<file path="src/rtl/seg_pkg.sv">
// Shared seven-segment definitions.
// Holds the active-high hex-to-segment table (bit 6 = segment a, bit 0 = g),
// the blank pattern and a lookup helper used by the digit decoder.
package seg_pkg;

  localparam logic [6:0] SEG_BLANK = 7'b0000000;

  localparam logic [6:0] SEG_HEX [16] = '{
    7'b1111110, 7'b0110000, 7'b1101101, 7'b1111001,
    7'b0110011, 7'b1011011, 7'b1011111, 7'b1110000,
    7'b1111111, 7'b1111011, 7'b1110111, 7'b0011111,
    7'b1001110, 7'b0111101, 7'b1001111, 7'b1000111
  };

  // Active-high segment pattern {a,b,c,d,e,f,g} for one hex digit.
  function automatic logic [6:0] hex_to_seg(input logic [3:0] hex);
    return SEG_HEX[hex];
  endfunction

endpackage

</file>
<file path="src/rtl/seg_hex_decode.sv">
// Combinational hex digit to seven-segment decoder (active-high output).
// Ports:
//   hex_i  4-bit hex digit
//   seg_o  segments {a,b,c,d,e,f,g}, bit 6 = a
module seg_hex_decode
  import seg_pkg::*;
(
  input  logic [3:0] hex_i,
  output logic [6:0] seg_o
);

  // Table lookup of the segment pattern.
  always_comb begin
    seg_o = hex_to_seg(hex_i);
  end

endmodule

</file>
<file path="src/rtl/seven_seg_scan.sv">
// Time-multiplexed driver for NUM_DIGITS seven-segment digits sharing one
// segment bus. A loaded value is double-buffered and only becomes visible at
// a frame boundary, so a frame never mixes old and new data. Supports per-digit
// decimal points, leading-zero blanking and per-digit blinking.
// Ports:
//   clk          system clock, rising edge
//   reset        synchronous active-high reset
//   enable       1 = scan and drive, 0 = dark with counters frozen
//   load         one-cycle strobe capturing value/dp/blink_mask
//   value        packed hex digits, digit 0 = bits [3:0]
//   dp           decimal point request per digit
//   blink_mask   1 = digit blinks
//   lz_blank     1 = suppress leading zeros
//   seg_out      segments {a..g}, bit 6 = a (registered)
//   dp_out       decimal point of the active digit (registered)
//   an_out       one-hot digit select (registered)
//   frame_start  one-cycle pulse on the cycle the digit index wraps to 0
module seven_seg_scan
  import seg_pkg::*;
#(
  parameter int NUM_DIGITS     = 4,
  parameter int REFRESH_DIV    = 50000,
  parameter int BLINK_FRAMES   = 64,
  parameter bit SEG_ACTIVE_LOW = 1'b0,
  parameter bit AN_ACTIVE_LOW  = 1'b1
)
(
  input  logic                      clk,
  input  logic                      reset,
  input  logic                      enable,
  input  logic                      load,
  input  logic [4*NUM_DIGITS-1:0]   value,
  input  logic [NUM_DIGITS-1:0]     dp,
  input  logic [NUM_DIGITS-1:0]     blink_mask,
  input  logic                      lz_blank,
  output logic [6:0]                seg_out,
  output logic                      dp_out,
  output logic [NUM_DIGITS-1:0]     an_out,
  output logic                      frame_start
);

  localparam int IDX_W = (NUM_DIGITS > 1) ? $clog2(NUM_DIGITS) : 1;
  localparam int CNT_W = $clog2(REFRESH_DIV);
  localparam int BLK_W = (BLINK_FRAMES > 1) ? $clog2(BLINK_FRAMES) : 1;

  localparam logic [CNT_W-1:0] CNT_LAST = CNT_W'(REFRESH_DIV - 1);
  localparam logic [IDX_W-1:0] IDX_LAST = IDX_W'(NUM_DIGITS - 1);
  localparam logic [BLK_W-1:0] BLK_LAST = BLK_W'(BLINK_FRAMES - 1);

  // Pin-level "off" levels after polarity is applied.
  localparam logic [6:0]            SEG_OFF = SEG_BLANK ^ {7{SEG_ACTIVE_LOW}};
  localparam logic                  DP_OFF  = SEG_ACTIVE_LOW;
  localparam logic [NUM_DIGITS-1:0] AN_OFF  = {NUM_DIGITS{AN_ACTIVE_LOW}};

  // Scan state
  logic [CNT_W-1:0] cnt_q, cnt_d;
  logic [IDX_W-1:0] idx_q, idx_d;
  logic [BLK_W-1:0] blk_cnt_q, blk_cnt_d;
  logic             blk_phase_q, blk_phase_d;

  // Pending and display buffers
  logic [4*NUM_DIGITS-1:0] pend_val_q, pend_val_d;
  logic [NUM_DIGITS-1:0]   pend_dp_q, pend_dp_d;
  logic [NUM_DIGITS-1:0]   pend_blink_q, pend_blink_d;
  logic                    pend_valid_q, pend_valid_d;
  logic [4*NUM_DIGITS-1:0] disp_val_q, disp_val_d;
  logic [NUM_DIGITS-1:0]   disp_dp_q, disp_dp_d;
  logic [NUM_DIGITS-1:0]   disp_blink_q, disp_blink_d;

  // Registered outputs
  logic [6:0]            seg_q, seg_d;
  logic                  dp_q, dp_d;
  logic [NUM_DIGITS-1:0] an_q, an_d;
  logic                  frame_start_q, frame_start_d;

  // Combinational helpers
  logic                  tick_s;
  logic                  wrap_s;
  logic                  zero_above_s;
  logic [NUM_DIGITS-1:0] lz_mask_s;
  logic [NUM_DIGITS-1:0] an_sel_s;
  logic [3:0]            cur_hex_s;
  logic                  cur_dp_s;
  logic                  cur_blink_s;
  logic                  cur_lz_s;
  logic [6:0]            dec_seg_s;

  assign tick_s = enable && (cnt_q == CNT_LAST);
  assign wrap_s = tick_s && (idx_q == IDX_LAST);

  // Refresh counter, digit index and blink phase next-state.
  always_comb begin
    cnt_d       = cnt_q;
    idx_d       = idx_q;
    blk_cnt_d   = blk_cnt_q;
    blk_phase_d = blk_phase_q;
    if (tick_s) begin
      cnt_d = '0;
      if (wrap_s) begin
        idx_d = '0;
      end else begin
        idx_d = idx_q + IDX_W'(1);
      end
    end else if (enable) begin
      cnt_d = cnt_q + CNT_W'(1);
    end else begin
      cnt_d = cnt_q;
    end
    if (wrap_s) begin
      if (blk_cnt_q == BLK_LAST) begin
        blk_cnt_d   = '0;
        blk_phase_d = ~blk_phase_q;
      end else begin
        blk_cnt_d = blk_cnt_q + BLK_W'(1);
      end
    end else begin
      blk_cnt_d = blk_cnt_q;
    end
  end

  // Double buffer: a load coinciding with a frame boundary bypasses pending.
  always_comb begin
    pend_val_d   = pend_val_q;
    pend_dp_d    = pend_dp_q;
    pend_blink_d = pend_blink_q;
    pend_valid_d = pend_valid_q;
    disp_val_d   = disp_val_q;
    disp_dp_d    = disp_dp_q;
    disp_blink_d = disp_blink_q;
    if (load && wrap_s) begin
      disp_val_d   = value;
      disp_dp_d    = dp;
      disp_blink_d = blink_mask;
      pend_valid_d = 1'b0;
    end else if (load) begin
      pend_val_d   = value;
      pend_dp_d    = dp;
      pend_blink_d = blink_mask;
      pend_valid_d = 1'b1;
    end else if (wrap_s && pend_valid_q) begin
      disp_val_d   = pend_val_q;
      disp_dp_d    = pend_dp_q;
      disp_blink_d = pend_blink_q;
      pend_valid_d = 1'b0;
    end else begin
      pend_valid_d = pend_valid_q;
    end
  end

  // Leading-zero mask: walk down from the top digit while everything seen is zero.
  always_comb begin
    zero_above_s = 1'b1;
    lz_mask_s    = '0;
    for (int i = NUM_DIGITS - 1; i >= 0; i--) begin
      zero_above_s = zero_above_s && (disp_val_q[4*i +: 4] == 4'h0);
      lz_mask_s[i] = lz_blank && zero_above_s && (i != 0);
    end
  end

  // Select the fields of the digit currently being scanned.
  always_comb begin
    cur_hex_s   = 4'h0;
    cur_dp_s    = 1'b0;
    cur_blink_s = 1'b0;
    cur_lz_s    = 1'b0;
    an_sel_s    = '0;
    for (int i = 0; i < NUM_DIGITS; i++) begin
      if (idx_q == IDX_W'(i)) begin
        cur_hex_s   = disp_val_q[4*i +: 4];
        cur_dp_s    = disp_dp_q[i];
        cur_blink_s = disp_blink_q[i];
        cur_lz_s    = lz_mask_s[i];
        an_sel_s[i] = 1'b1;
      end else begin
        an_sel_s[i] = 1'b0;
      end
    end
  end

  seg_hex_decode u_dec (
    .hex_i (cur_hex_s),
    .seg_o (dec_seg_s)
  );

  // Output next-state. A zero-blanked digit still lights its select line
  // when its decimal point is requested, with the segments left blank.
  always_comb begin
    seg_d         = SEG_OFF;
    dp_d          = DP_OFF;
    an_d          = AN_OFF;
    frame_start_d = wrap_s;
    if (!enable || (cur_blink_s && blk_phase_q)) begin
      seg_d = SEG_OFF;
      dp_d  = DP_OFF;
      an_d  = AN_OFF;
    end else if (cur_lz_s) begin
      seg_d = SEG_OFF;
      dp_d  = cur_dp_s ^ SEG_ACTIVE_LOW;
      an_d  = cur_dp_s ? (an_sel_s ^ AN_OFF) : AN_OFF;
    end else begin
      seg_d = dec_seg_s ^ {7{SEG_ACTIVE_LOW}};
      dp_d  = cur_dp_s ^ SEG_ACTIVE_LOW;
      an_d  = an_sel_s ^ AN_OFF;
    end
  end

  // Scan state registers.
  always_ff @(posedge clk) begin
    if (reset) begin
      cnt_q       <= '0;
      idx_q       <= '0;
      blk_cnt_q   <= '0;
      blk_phase_q <= 1'b0;
    end else begin
      cnt_q       <= cnt_d;
      idx_q       <= idx_d;
      blk_cnt_q   <= blk_cnt_d;
      blk_phase_q <= blk_phase_d;
    end
  end

  // Pending and display buffer registers.
  always_ff @(posedge clk) begin
    if (reset) begin
      pend_val_q   <= '0;
      pend_dp_q    <= '0;
      pend_blink_q <= '0;
      pend_valid_q <= 1'b0;
      disp_val_q   <= '0;
      disp_dp_q    <= '0;
      disp_blink_q <= '0;
    end else begin
      pend_val_q   <= pend_val_d;
      pend_dp_q    <= pend_dp_d;
      pend_blink_q <= pend_blink_d;
      pend_valid_q <= pend_valid_d;
      disp_val_q   <= disp_val_d;
      disp_dp_q    <= disp_dp_d;
      disp_blink_q <= disp_blink_d;
    end
  end

  // Output registers.
  always_ff @(posedge clk) begin
    if (reset) begin
      seg_q         <= SEG_OFF;
      dp_q          <= DP_OFF;
      an_q          <= AN_OFF;
      frame_start_q <= 1'b0;
    end else begin
      seg_q         <= seg_d;
      dp_q          <= dp_d;
      an_q          <= an_d;
      frame_start_q <= frame_start_d;
    end
  end

  assign seg_out     = seg_q;
  assign dp_out      = dp_q;
  assign an_out      = an_q;
  assign frame_start = frame_start_q;

endmodule

</file>
<file path="config.mk">
export PLATFORM = sky130hd
export DESIGN_NAME = seven_seg_scan
export DESIGN_NICKNAME = d
export VERILOG_FILES = /design/src/rtl/seg_pkg.sv /design/src/rtl/seg_hex_decode.sv /design/src/rtl/seven_seg_scan.sv
export SDC_FILE = /design/constraint.sdc
export NUM_CORES = 1
export LEC_CHECK = 0
export CAP_MARGIN = 30
export CELL_PAD_IN_SITES_DETAIL_PLACEMENT = 1
export CELL_PAD_IN_SITES_GLOBAL_PLACEMENT = 1
export CORE_MARGIN = 5
export CORE_UTILIZATION = 40
export CTS_BUF_LIST = sky130_fd_sc_hd__clkbuf_4
export CTS_CLUSTER_DIAMETER = 60
export DETAILED_ROUTE_END_ITERATION = 12
export HOLD_SLACK_MARGIN = 0.1
export PLACE_DENSITY = 0.82
export SLEW_MARGIN = 0
export SYNTH_ARGS = -nofsm -noshare
export SYNTH_HDL_FRONTEND = slang
export SYNTH_SLANG_ARGS = --single-unit
</file>
<file path="constraint.sdc">
create_clock -name clk -period 2.1 [get_ports clk]
set_input_delay 0.42 -clock clk [delete_from_list [all_inputs] [get_ports clk]]
set_output_delay 0.42 -clock clk [all_outputs]
set_load 0.02 [all_outputs]
</file>
Word-level counts from Yosys, hierarchy flattened
Memories as Yosys holds them, arrays and structs flattened. A register that Yosys moved wholly into a read port is not among the register bits.
Cells that the tools add are included.
{ "totals": {"out_inout_bits": 13, "mem_bits_ro": 112, "wordCells": 87, "memories": 1, "reg_bits": 80, "inputBits": 29} }
{ "op_classes": {"bitwise_logic": 4, "n_eq_ne": 6, "n_reduce_logical": 25, "addsub": 3, "mux": 34} }
{ "mem_list": {"columns": ["name", "depth", "word_bits", "read_ports", "rd_clocked_by_memory_dff", "wr", "line_no", "rtl"], "rows": [
  ["(no name shown)", 16, 7, 1, 1, 0, "seg_pkg.sv:17", "return SEG_HEX[hex];"]
]} }
{ "ops": {"columns": ["operator", "n"], "rows": [
  ["two-way mux 16 bit", 3],
  ["two-way mux 4 bit", 12],
  ["two-way mux 1 bit", 17],
  ["adder 16 x 1 -> 16 bit (second input constant)", 1],
  ["== test 16 bit (second input constant)", 1],
  ["logical NOT 4 bit", 3],
  ["logical AND 1 bit", 10],
  ["adder 6 x 1 -> 6 bit (second input constant)", 1],
  ["== test 6 bit (second input constant)", 1],
  ["two-way mux 6 bit", 1],
  ["AND reduction 2 bit", 3],
  ["OR reduction 2 bit", 3],
  ["inverter 4 -> 5 bit", 1],
  ["== test 2 bit (second input constant)", 2],
  ["inverter 4 bit", 1],
  ["nonzero test 2 bit", 2],
  ["OR reduction 3 bit", 1],
  ["adder 2 x 1 -> 2 bit (second input constant)", 1],
  ["== test 2 x 1 -> 1 bit (second input constant)", 1],
  ["logical NOT 2 bit", 1],
  ["two-way mux 2 bit", 1],
  ["!= test 2 x 1 -> 1 bit (second input constant)", 1],
  ["inverter 1 bit", 2],
  ["logical NOT 1 bit", 1],
  ["logical OR 1 bit", 1]
]} }

Depth between registers and ports, before layout
{ "logic_depth": {"depth_word": 8, "depth_mapped": 10} }

By module
Synthesis repeated with hierarchy kept, for this count alone.
{ "unflattened": {"cells_unflattened": 528, "area_unflattened_um2": 4699.5} }
{ "modules_own_cells": {"columns": ["module", "n_inst", "seq_area_each_um2", "cells_per_inst", "area_each_um2"], "rows": [
  ["seven_seg_scan", 1, 1741.7, 495, 4416.7],
  ["seg_hex_decode", 1, 0.0, 33, 282.8]
]} }

Least setup slack after synthesis
No wires, ideal clock.
{ "synth_timing": {"path_kind": "reg2reg", "from": "register idx_q[0]", "to": "register seg_q[6] (netlist: seg_out[6])", "n_path_buf": 1, "t_arrival_ns": 2.203, "slack_ns": -0.173, "path_stages_with_launch": 10, "cell_sequence": "dfxtp_1 -> ha_1 -> clkbuf_1 -> a211oi_1 -> a211oi_1 -> inv_1 -> ha_1 -> nor3_1 -> a21oi_1 -> a21oi_1"} }
{ "synth_between": {"elab_chain_cells": 8, "elab_cells_between_ends": 19} }
{ "synth_rtl": {"columns": ["element", "line_no", "rtl"], "rows": [
  ["start: declaration", "seven_seg_scan.sv:57", "logic [IDX_W-1:0] idx_q, idx_d;"],
  ["start signal: assignment", "seven_seg_scan.sv:216", "idx_q <= idx_d;"],
  ["logical NOT 2 bit", "seven_seg_scan.sv:168", "if (idx_q == IDX_W'(i)) begin"],
  ["two-way mux 1 bit (4 in a row)", "seven_seg_scan.sv:168", null],
  ["logical AND 1 bit", "seven_seg_scan.sv:192", "if (!enable || (cur_blink_s && blk_phase_q)) begin"],
  ["logical OR 1 bit", "seven_seg_scan.sv:192", null],
  ["OR reduction 3 bit (no line)", null, null],
  ["end: declaration", "seven_seg_scan.sv:71", "logic [6:0] seg_q, seg_d;"]
]} }
Several ways; a longest one is shown, not always the timed one.
A chain may end at the register's enable or synchronous reset.

Worst setup path after layout
{ "layout_timing": {"from": "register idx_q[1]", "to": "register seg_q[2] (netlist: seg_out[2])"} }
Same word-level chain as after synthesis.

==> flow_summary_export.csv <==
group,metric,value,unit
critical_path,path_cells,"buf_4, ha_4, a211oi_2, a211oi_4, inv_2, buf_4, ha_1, nor2_1, a211o_1, a21oi_1",
routing,wl_met1,5.18,mm
global_routing,grtUsageTotal,17.8,%
timing,period_minus_slack,2.05,ns
timing,slew_viol_final,0,
yosys,async_flop_share,0,%
place,io_buffers,41,
timing,timing.clock.skew,0.0209,ns
global_routing,grt_pass1_wl,18.8,mm
cells_and_area,drive_above_1_share,15.9,%
timing,tns,0,ns
yosys,yosysTopAreaCell,"dfxtp_1",
power_and_ir_drop,leakagePower,1.87,nW
critical_path,reg2reg_from,"idx_q[1]",
routing,vias,3679,
critical_path,crit-reg2reg-capture,"seg_out[2]",
global_routing,antenna_found_initial,0,
routing,via_per_inst,5.54,
yosys,syn-cell-area,4160,um^2
yosys,synth_edf_count,0,
floorplan,fp.dieArea,12500,um^2
worst_hold_path,min_from,"reset",
cells_and_area,n_antenna_cell,0,
global_routing,gr-total-overflow,0,
run_status,status,"completed",
cells_and_area,instances_no_fill,664,
yosys,avgSynthCellArea,8.75,um^2
critical_path,crit_slowest_cell,"dfxtp_4",
yosys,synth_fp_nets,517,
timing,relSlewSlack,68.4,%
cells_and_area,fill_cells,1206,
timing,hold_viol,0,
yosys,synth_most_common_cell,"dfxtp_1",
clock_network,cts_sinks,87,
timing,max_freq,489,MHz
clock_network,clk_pin_slew_worst_paths,0.14,ns
cells_and_area,multi_input_area,2340,um^2
critical_path,critical-path-max-stage-delay,0.40,ns
timing,rsz0062_at_grt,"true",
critical_path,path_buf_inv,3,
worst_hold_path,hold-path-endpoint,"frame_start",
global_routing,grt_pass1_vias,3781,
worst_hold_path,hold_depth,3,
yosys,synth_common_cells,"87 x dfxtp_1, 66 x nand2_1, 37 x nor2_1",
clock_network,clk-insertion-delay-late,0.44,ns
clock_network,cts_buffers,9,
worst_hold_path,hold_class,"in2reg",
yosys,synth_seq_cells,87,
routing,drt_wl_total,11.0,mm
critical_path,worstRegToRegCells,10,
yosys,synth-main-ff-cell,"dfxtp_1",
power_and_ir_drop,p_per_area,569,nW/um^2
critical_path,crit_fanout,7,
floorplan,die_h,112,um
yosys,synthCells,475,
yosys,yosys.cell_types.count,49,
global_routing,grt_start_max_net_pins,89,
cells_and_area,fin_nets,565,
critical_path,endpoint_kind,"register",
routing,dr_wl_met2,5.24,mm
routing,met3_length,373,um
floorplan,start_util,40.6,%
place,placed_cells,644,
critical_path,r2r_slack,0.05,ns
routing,drc,0,
critical_path,crit_family,"compound AO/OA/AOI/OAI gates",
critical_path,critPathKind,"reg2reg",
clock_network,cts_tree,"yes",
routing,antenna_left,0,
cells_and_area,areaGrowthSynthToFinish,23.9,%
yosys,ys_top_cells_by_area,"dfxtp_1 42%, nand2_1 6.0%, a21oi_1 4.2%",
yosys,yosysWarnings,0,
cells_and_area,regArea,1750,um^2
job,maxCapViolCount,0,
timing,worstMarginPinSlew,0.470,ns
timing,final.period_utilization,97.4,%
yosys,yosysSeqAreaShare,41.9,%
critical_path,critPathMostFrequentCell,"buf_4",
place,gp_congestion,0.831,
cells_and_area,final_core_util,50.3,%
place,dpl.hpwl,7.66,mm
place,dpl_cell_area,4880,um^2
floorplan,die_w,112,um
floorplan,rows,37,
routing,wire_per_inst,16.5,um
clock_network,cts_max_level,3,
cells_and_area,design_area,5150,um^2
routing,drtIter0Drc,126,
critical_path,arrival,2.41,ns
yosys,synth_top_area_share,41.9,%
clock_network,cts_root_buf,"clkbuf_4",
critical_path,cp.required,2.46,ns
clock_network,cts.path.max_buffers,2,
routing,top_layer_used,"met4",
timing,setup_viol,0,
critical_path,cp-start-kind,"register",
floorplan,pin_count,42,
floorplan,coreArea,10200,um^2
power_and_ir_drop,ir_drop,264,uV
routing,drt_pre_antenna_iters,4,
## tightest hold or removal path, delay by kind of cell
family,cells,cell delay (ns)
simple gates,1,0.12
buf+inv,2,0.33
## kinds of logic (layout without fill, tap and decap cells)
group,Yosys count,in the layout,share of synthesized area (%)
xor+xnor,16,16,3.37
mux,9,9,2.17
flops,87,87,41.9
buf+inv,47,100,4.67
fa+ha+maj,13,13,3.91
compound gates,113,113,20.7
simple gates,190,190,23.3
## sequential cells by signal (all words and copies together), names as in the netlist
| name | cells |
|---|---|
| disp_dp_q | 4 |
| pend_valid_q | 1 |
| disp_blink_q | 4 |
| blk_cnt_q | 6 |
| disp_val_q | 16 |
| pend_blink_q | 4 |
| blk_phase_q | 1 |
| pend_dp_q | 4 |
| dp_out | 1 |
| idx_q | 2 |
| frame_start | 1 |
| seg_out | 7 |
| cnt_q | 16 |
| pend_val_q | 16 |
| an_out | 4 |
## metrics by stage
step | power, mW | setup slack, ns | hold slack (ns)
2_1_floorplan | 1.88 | -0.0332 | 0.436
6_report | 2.93 | 0.0546 | 0.463
4_1_cts | 2.95 | 0.0178 | 0.462
5_1_grt | 3.06 | -0.0287 | 0.484
3_3_place_gp | 1.99 | -0.0400 | 0.441
3_5_place_dp | 2.00 | -0.154 | 0.448
## routing by layer
metal,up-vias,track usage [%]
met5,-,0
met4,0,5.29
met3,12,2.88
met2,67,29.7
met1,1805,23.9
li1,1795,-
## layout make-up
class                      instances  share of cell area, %
inverter                          11                  0.802
timing repair buffer              73                   13.8
sequential                        87                   34.0
multi-input combinational        341                   45.4
clock inverter                     7                   1.38
clock buffer                       9                   1.31
tap                              136                   3.30
## how the worst max path moves through the flow
stage,from,to,cells after the start
floorplan,cnt_q[11],disp_val_q[10],6
finish,idx_q[1],seg_out[2],10
global placement,enable,disp_val_q[5],6
CTS,idx_q[1],seg_out[3],9
detailed placement,enable,disp_val_q[8],6
global route,idx_q[1],seg_out[2],10
## what timing repair did
item                                    CTS  global route
gates resized for setup                  10            16
hold buffers                              0             0
endpoints found under the setup margin   35             7
pin swaps                                 2             2
setup buffers                             0             4
## report_power, final
group          total [mW]  switching, mW  internal (mW)  leakage, nW
sequential           1.71         0.0193           1.69        0.710
clock               0.966          0.604          0.363       0.0700
combinational       0.260          0.136          0.124         1.09
total                2.93          0.759           2.17         1.87
## cell usage in the layout, fill, tap and decap left out, types with 16 or more instances in the layout
cell	count
buf_4	26
a22oi_1	23
nand2_1	66
dfxtp_1	84
nor2_1	37
clkdlybuf4s50_1	40
a21oi_1	35
nand2b_1	24
o32ai_1	16
No activity file was read; power rests on OpenSTA's default activity.
